--- config.mk ---
export PLATFORM = sky130hd
export DESIGN_NAME = prog_loader
export DESIGN_NICKNAME = d
export VERILOG_FILES = /design/src/rtl/prog_loader.sv
export SDC_FILE = /design/constraint.sdc
export NUM_CORES = 1
export LEC_CHECK = 0
export ABC_AREA = 1
export CORE_MARGIN = 10
export CORE_UTILIZATION = 49
export CTS_BUF_LIST = sky130_fd_sc_hd__clkbuf_4
export DETAILED_ROUTE_END_ITERATION = 7
export PLACE_DENSITY = 0.86
export REMOVE_ABC_BUFFERS = 1
export SYNTH_ARGS = -nofsm -noshare
export SYNTH_HDL_FRONTEND = slang
export SYNTH_SLANG_ARGS = --single-unit
--- constraint.sdc ---
create_clock -name clk -period 3.2 [get_ports clk]
set_clock_uncertainty 0.2 [all_clocks]
set_input_delay 0.64 -clock clk [delete_from_list [all_inputs] [get_ports clk]]
set_output_delay 0.64 -clock clk [all_outputs]
set_load 0.1 [all_outputs]
--- src/rtl/prog_loader.sv ---
// Program-transfer loader: drains bytes from uart_mux, packs them high-byte-first into
// 16-bit words, writes them to instruction memory and stops on an aligned 7F FF terminator.
module prog_loader #(
    parameter int ADDR_WIDTH = 10,
    parameter int IMEM_DEPTH = 1024
) (
    input  logic                  clk,
    input  logic                  rst,
    input  logic                  prog_recv,
    input  logic                  rx_full,
    input  logic [7:0]            rx_data,
    output logic                  rd,
    output logic                  end_prog_recv,
    output logic                  imem_we,
    output logic [ADDR_WIDTH-1:0] imem_addr,
    output logic [15:0]           imem_wdata,
    output logic                  cpu_hold,
    output logic [ADDR_WIDTH:0]   word_count,
    output logic                  overflow
);

    typedef enum logic [2:0] {
        IDLE,
        HI,
        HI_GAP,
        LO,
        LO_GAP,
        COMMIT,
        DONE
    } state_t;

    localparam logic [ADDR_WIDTH:0] DEPTH = (ADDR_WIDTH+1)'(IMEM_DEPTH);
    localparam logic [ADDR_WIDTH:0] ONE   = (ADDR_WIDTH+1)'(1);

    state_t      state;
    logic [7:0]  hi_byte;
    logic [7:0]  lo_byte;
    logic [15:0] word;

    assign word = {hi_byte, lo_byte};

    always_ff @(posedge clk or negedge rst) begin
        if (!rst) begin
            state         <= IDLE;
            hi_byte       <= '0;
            lo_byte       <= '0;
            rd            <= 1'b0;
            end_prog_recv <= 1'b0;
            imem_we       <= 1'b0;
            imem_addr     <= '0;
            imem_wdata    <= '0;
            cpu_hold      <= 1'b0;
            word_count    <= '0;
            overflow      <= 1'b0;
        end else begin
            rd            <= 1'b0;
            end_prog_recv <= 1'b0;
            imem_we       <= 1'b0;
            case (state)
                IDLE: begin
                    if (prog_recv) begin
                        word_count <= '0;
                        imem_addr  <= '0;
                        overflow   <= 1'b0;
                        cpu_hold   <= 1'b1;
                        state      <= HI;
                    end
                end
                DONE: begin
                    if (!prog_recv) begin
                        cpu_hold <= 1'b0;
                        state    <= IDLE;
                    end
                end
                default: begin
                    // Abort takes priority over byte capture and commit; partial word is dropped.
                    if (!prog_recv) begin
                        cpu_hold <= 1'b0;
                        state    <= IDLE;
                    end else begin
                        case (state)
                            HI: begin
                                if (rx_full) begin
                                    hi_byte <= rx_data;
                                    rd      <= 1'b1;
                                    state   <= HI_GAP;
                                end
                            end
                            HI_GAP: state <= LO;
                            LO: begin
                                if (rx_full) begin
                                    lo_byte <= rx_data;
                                    rd      <= 1'b1;
                                    state   <= LO_GAP;
                                end
                            end
                            LO_GAP: state <= COMMIT;
                            COMMIT: begin
                                if (word == 16'h7FFF) begin
                                    end_prog_recv <= 1'b1;
                                    state         <= DONE;
                                end else if (word_count < DEPTH) begin
                                    imem_we    <= 1'b1;
                                    imem_addr  <= word_count[ADDR_WIDTH-1:0];
                                    imem_wdata <= word;
                                    word_count <= word_count + ONE;
                                    state      <= HI;
                                end else begin
                                    overflow <= 1'b1;
                                    state    <= HI;
                                end
                            end
                            default: state <= IDLE;
                        endcase
                    end
                end
            endcase
        end
    end

endmodule

======== Word level (Yosys, flattened, before mapping) ========
Index checks and enable logic that the tools add are counted.
storage, ports and cells
  register bits ........................... 61
  word-level logic and storage cells ...... 84
cells by class
  add/sub/neg operators ................... 1
  $lt $le $gt $ge ......................... 1
  equality and inequality tests ........... 14
  muxes and demuxes ....................... 42
  bitwise gates (word level) .............. 3
  reductions and logical operators ........ 12
operator list
  operator                                                                 number
  11-bit two-way mux                                                       5
  10-bit two-way mux                                                       5
  11-bit one-hot mux with 2 select lines                                   1
  1-bit two-way mux                                                        21
  10-bit one-hot mux with 2 select lines                                   1
  3-bit two-way mux                                                        6
  16-bit by 15-bit equality test with 1-bit output, second input constant  1
  3-bit one-hot mux with 5 select lines                                    1
  5-bit AND reduction                                                      3
  4-bit AND reduction                                                      3
  11-bit by 1-bit adder with 11-bit output, second input constant          1
  11-bit less-than comparator, second input constant                       1
  3-bit equality test, second input constant                               3
  4-bit inequality test, second input constant                             2
  3-bit by 2-bit equality test with 1-bit output, second input constant    2
  2-bit by 1-bit inequality test with 1-bit output, second input constant  3
  3-bit one-hot mux with 2 select lines                                    1
  2-bit inequality test, second input constant                             2
  2-bit nonzero test                                                       2
  2-bit OR reduction                                                       2
  3-bit by 1-bit equality test with 1-bit output, second input constant    1
  3-bit zero test                                                          1
  1-bit inverter                                                           3
  1-bit one-hot mux with 2 select lines                                    1
  2-bit AND reduction                                                      1

======== Longest topological paths before layout ========
  depth in word-level cells ............... 6
  depth in mapped cells ................... 11

======== Worst setup path after synthesis ========
Ideal clock, no wire load.
  path type ............................... register to register
  start ................................... reg word_count[0]
  end ..................................... reg word_count[10]
  setup time .............................. 0.126 ns
  arrival time ............................ 1.882 ns
  required time ........................... 2.874 ns
  path slack .............................. 0.992 ns
  cell stages (with the launch flop) ...... 7
  buffers on the path ..................... 0
  cell sequence ........................... dfrtp_1 -> ha_1 -> nand3_1 -> nor2_1 -> nand4_1 -> nand3_1 -> o21ai_1
between the ends
  cells in the longest elaborated chain, start to end .. 6
RTL lines
  element                                   line  RTL
  start: declaration                        18    output logic [ADDR_WIDTH:0] word_count,
  start signal: assignment                  106   word_count <= word_count + ONE;
  11-bit by 1-bit adder with 11-bit output  106
  11-bit two-way mux                        102   end else if (word_count < DEPTH) begin
  11-bit two-way mux                        99    if (word == 16'h7FFF) begin
  11-bit two-way mux                        81    case (state)
  11-bit two-way mux                        77    if (!prog_recv) begin
  11-bit one-hot mux with 2 select lines    59    case (state)
Several ways; a longest one is shown, not always the timed one. The select of a mux whose other input is x is not followed.
A chain may end at the register's enable or synchronous reset.

======== Final worst setup path ========
  start ................................... reg word_count[2]
  end ..................................... out word_count[2]
No word-level cell between the ends.

==> impl_metrics.yaml <==
clocking:
  clk_pin_slew_ns: 0.10
  postCtsSetupRepairBufs: 0
  clockBufferDepth: 2
  cts.htree.levels: 3
  cts_root_buf: "clkbuf_4"
  cts_buffers: 9
  clock-sinks: 61
  holdBufCountCts: 0
  clkLatencyLatePin_ns: 0.40
  cts_resized: 0
  cts_tree: "yes"
placement:
  placed_area_mm2: 0.00321
  place.gp.congestion: 0.851
  placedCellCount: 447
  place_hpwl_um: 4420
  io_buffers: 53
finish:
  layout_commonest_cell: "nand2_1"
  fin_area_mm2: 0.00335
  final_util: 0.612
  final_nets: 400
  n_antenna_cell: 0
  drive_above_1_share: 0.184
  stdcell_count: 463
  nFillCells: 485
  final_cell_mix: "123 x nand2_1, 61 x dfrtp_1, 44 x buf_4, 32 x o21ai_0, 31 x inv_1"
  area_growth_pct: 21.7
routing:
  drc: 0
  first_pass_iters: 8
  wl_per_cell_um: 13.2
  drt_wl_total_um: 6130
  drt_iter0_markers: 99
  ant_nets: 0
  vias_per_cell: 5.00
  vias: 2315
critical_path:
  ff2ff_setup_slack_ns: 1.19
  worst_ep_required_time_ns: 2.36
  cp_num_cells: 1
  slowest_delay_ns: 0.50
  r2r-end: "word_count[9]"
  crit_type: "reg2out"
  r2r_cells: 7
  startpoint_type: "flop"
  critPathCaptureType: "output pin"
  slowest_stage: "dfrtp_1"
  timing.critical_path.arrival_ns: 1.25
  crit_end: "word_count[2]"
  path_cells: "buf_4"
  worst-path-buf-inv: 1
  path_max_fanout: 8
  startpoint: "word_count[2]"
  critPathTopFamily: "flip-flops"
  r2r-start: "state[2]"
synth:
  synth.area.top_cells: "dfrtp_1 55%, nand2_1 17%, o21ai_0 5.8%"
  yosysWarnings: 0
  syn_area_per_cell_um2: 8.36
  syn_area_mm2: 0.00275
  ys_ff_latch: 61
  synth_seq_area_share: 0.555
  post_synth_num_cell_types: 27
  yosys.area.top_type_share: 0.555
  synth_cells: 329
  synth_area_leader_cell: "dfrtp_1"
sta:
  worst_pin_slew_ns: 0.755
  slew_headroom: 0.497
  finalSetupViolCount: 0
  hold_viol: 0
  maxSlewViolCount: 0
  holdWs_ns: 0.157
  finalCriticalPeriod_ns: 2.09
  clock.fmax_ghz: 0.478
  fin_crit_sh: 0.654
  rsz0062_at_grt: "no"
  setup_tns_ns: 0
floorplanning:
  dieHeight_um: 94.9
  die-area_mm2: 0.00901
  start_util: 0.503
  rows: 27
  fp.coreArea_mm2: 0.00547
  ios: 54
  die_w_um: 94.9
job:
  maxCapViolCount: 0
global_routing:
  first_global_vias: 2266
  antenna_found_initial: 0
  grt_max_degree: 62
  globalRouteTotalUtil: 0.141
  grt_pass1_wl_um: 10100
  overflow: 0
status:
  status: "complete, no violations"
power:
  ir_worst_vdd_mv: 0.570
  powerDensity_mw_per_mm2: 862
  p_leak_nw: 1.78
min_path:
  min_path_type: "in2async"
metrics by stage:
step | setup slack, ns | total power, W
after floorplan | 0.960 | 0.00207
final | 1.11 | 0.00289
after detailed placement | 0.721 | 0.00238
after global routing | 0.981 | 0.00305
after global placement | 0.763 | 0.00235
after CTS | 1.09 | 0.00291
flip-flops by register name, indices dropped and copies added (netlist names):
| register | count |
|---|---|
| rd | 1 |
| overflow | 1 |
| lo_byte | 8 |
| imem_we | 1 |
| state | 3 |
| hi_byte | 8 |
| imem_wdata | 16 |
| imem_addr | 10 |
| cpu_hold | 1 |
| word_count | 11 |
| end_prog_recv | 1 |
synthesized netlist by cell type:
library cell  instances
nor2_1               18
inv_6                 1
nand4_1               3
nand2_4               2
nand2_2               1
nor2_2                1
nand3_1              20
nor2_4                1
buf_2                 5
nor2_8                1
buf_4                 1
buf_6                 1
nand3_2               1
inv_2                 2
clkbuf_1              1
xor2_1                3
dfrtp_1              61
o21ai_0              32
o21ai_1              10
xnor2_1               1
a21oi_2               1
inv_4                 1
inv_1                31
buf_8                 1
ha_1                  2
a21oi_1               4
nand2_1             123
worst reg2reg max path, cell delays in order (launching register included):
cell,delay (ns)
dfrtp_1,0.43
inv_1,0.22
nand2_4,0.17
o21ai_1,0.13
nand3_1,0.32
buf_4,0.31
nand2_1,0.06
o21ai_0,0.07
report_power, final:
| group | leakage [nW] | internal [W] | switching [W] |
|---|---|---|---|
| logic | 0.880 | 0.000282 | 0.000967 |
| clock network | 0.0743 | 0.000251 | 0.000275 |
| registers | 0.826 | 0.000957 | 0.000156 |
layer usage:
| metal | global-route usage | wire length (um) | up-vias | part of all wire |
|---|---|---|---|---|
| li1 | - | - | 1151 | - |
| met1 | 0.169 | 2730 | 1085 | 0.45 |
| met2 | 0.223 | 2890 | 66 | 0.47 |
| met3 | 0.0452 | 400 | 13 | 0.065 |
| met4 | 0.0711 | 114 | 0 | 0.019 |
| met5 | 0 | 0 | - | 0 |
area by class of cell:
type / instances / area, um2 / share of cell area
inverter: 35 / 139 / 0.0415
clock buffer: 11 / 82.6 / 0.0247
timing repair buffer: 55 / 435 / 0.130
sequential: 61 / 1530 / 0.456
tap: 72 / 90.1 / 0.0269
multi-input combinational: 224 / 1020 / 0.306
clock inverter: 5 / 51.3 / 0.0153
logic make-up after synthesis:
family	after synthesis	synth area share
DFF	61	0.555
AOI/OAI and AO/OA	47	0.0869
and+or+nand+nor	171	0.263
xor gates and xnor gates	4	0.0127
adders and majority gates	2	0.00909
buffers and inverters	44	0.0732
worst min-delay path by stage:
stage | startpoint | to | slack [ns] | cells past startpoint
after floorplan | rst | cpu_hold | 0.14 | 0
after global placement | imem_wdata[7] | imem_wdata[7] | 0.27 | 2
after detailed placement | imem_wdata[1] | imem_wdata[1] | 0.27 | 2
after CTS | rst | imem_addr[7] | 0.20 | 2
after global routing | rst | imem_addr[9] | 0.25 | 2
final | rst | imem_addr[7] | 0.16 | 2
(Power assumes the default switching activity.)
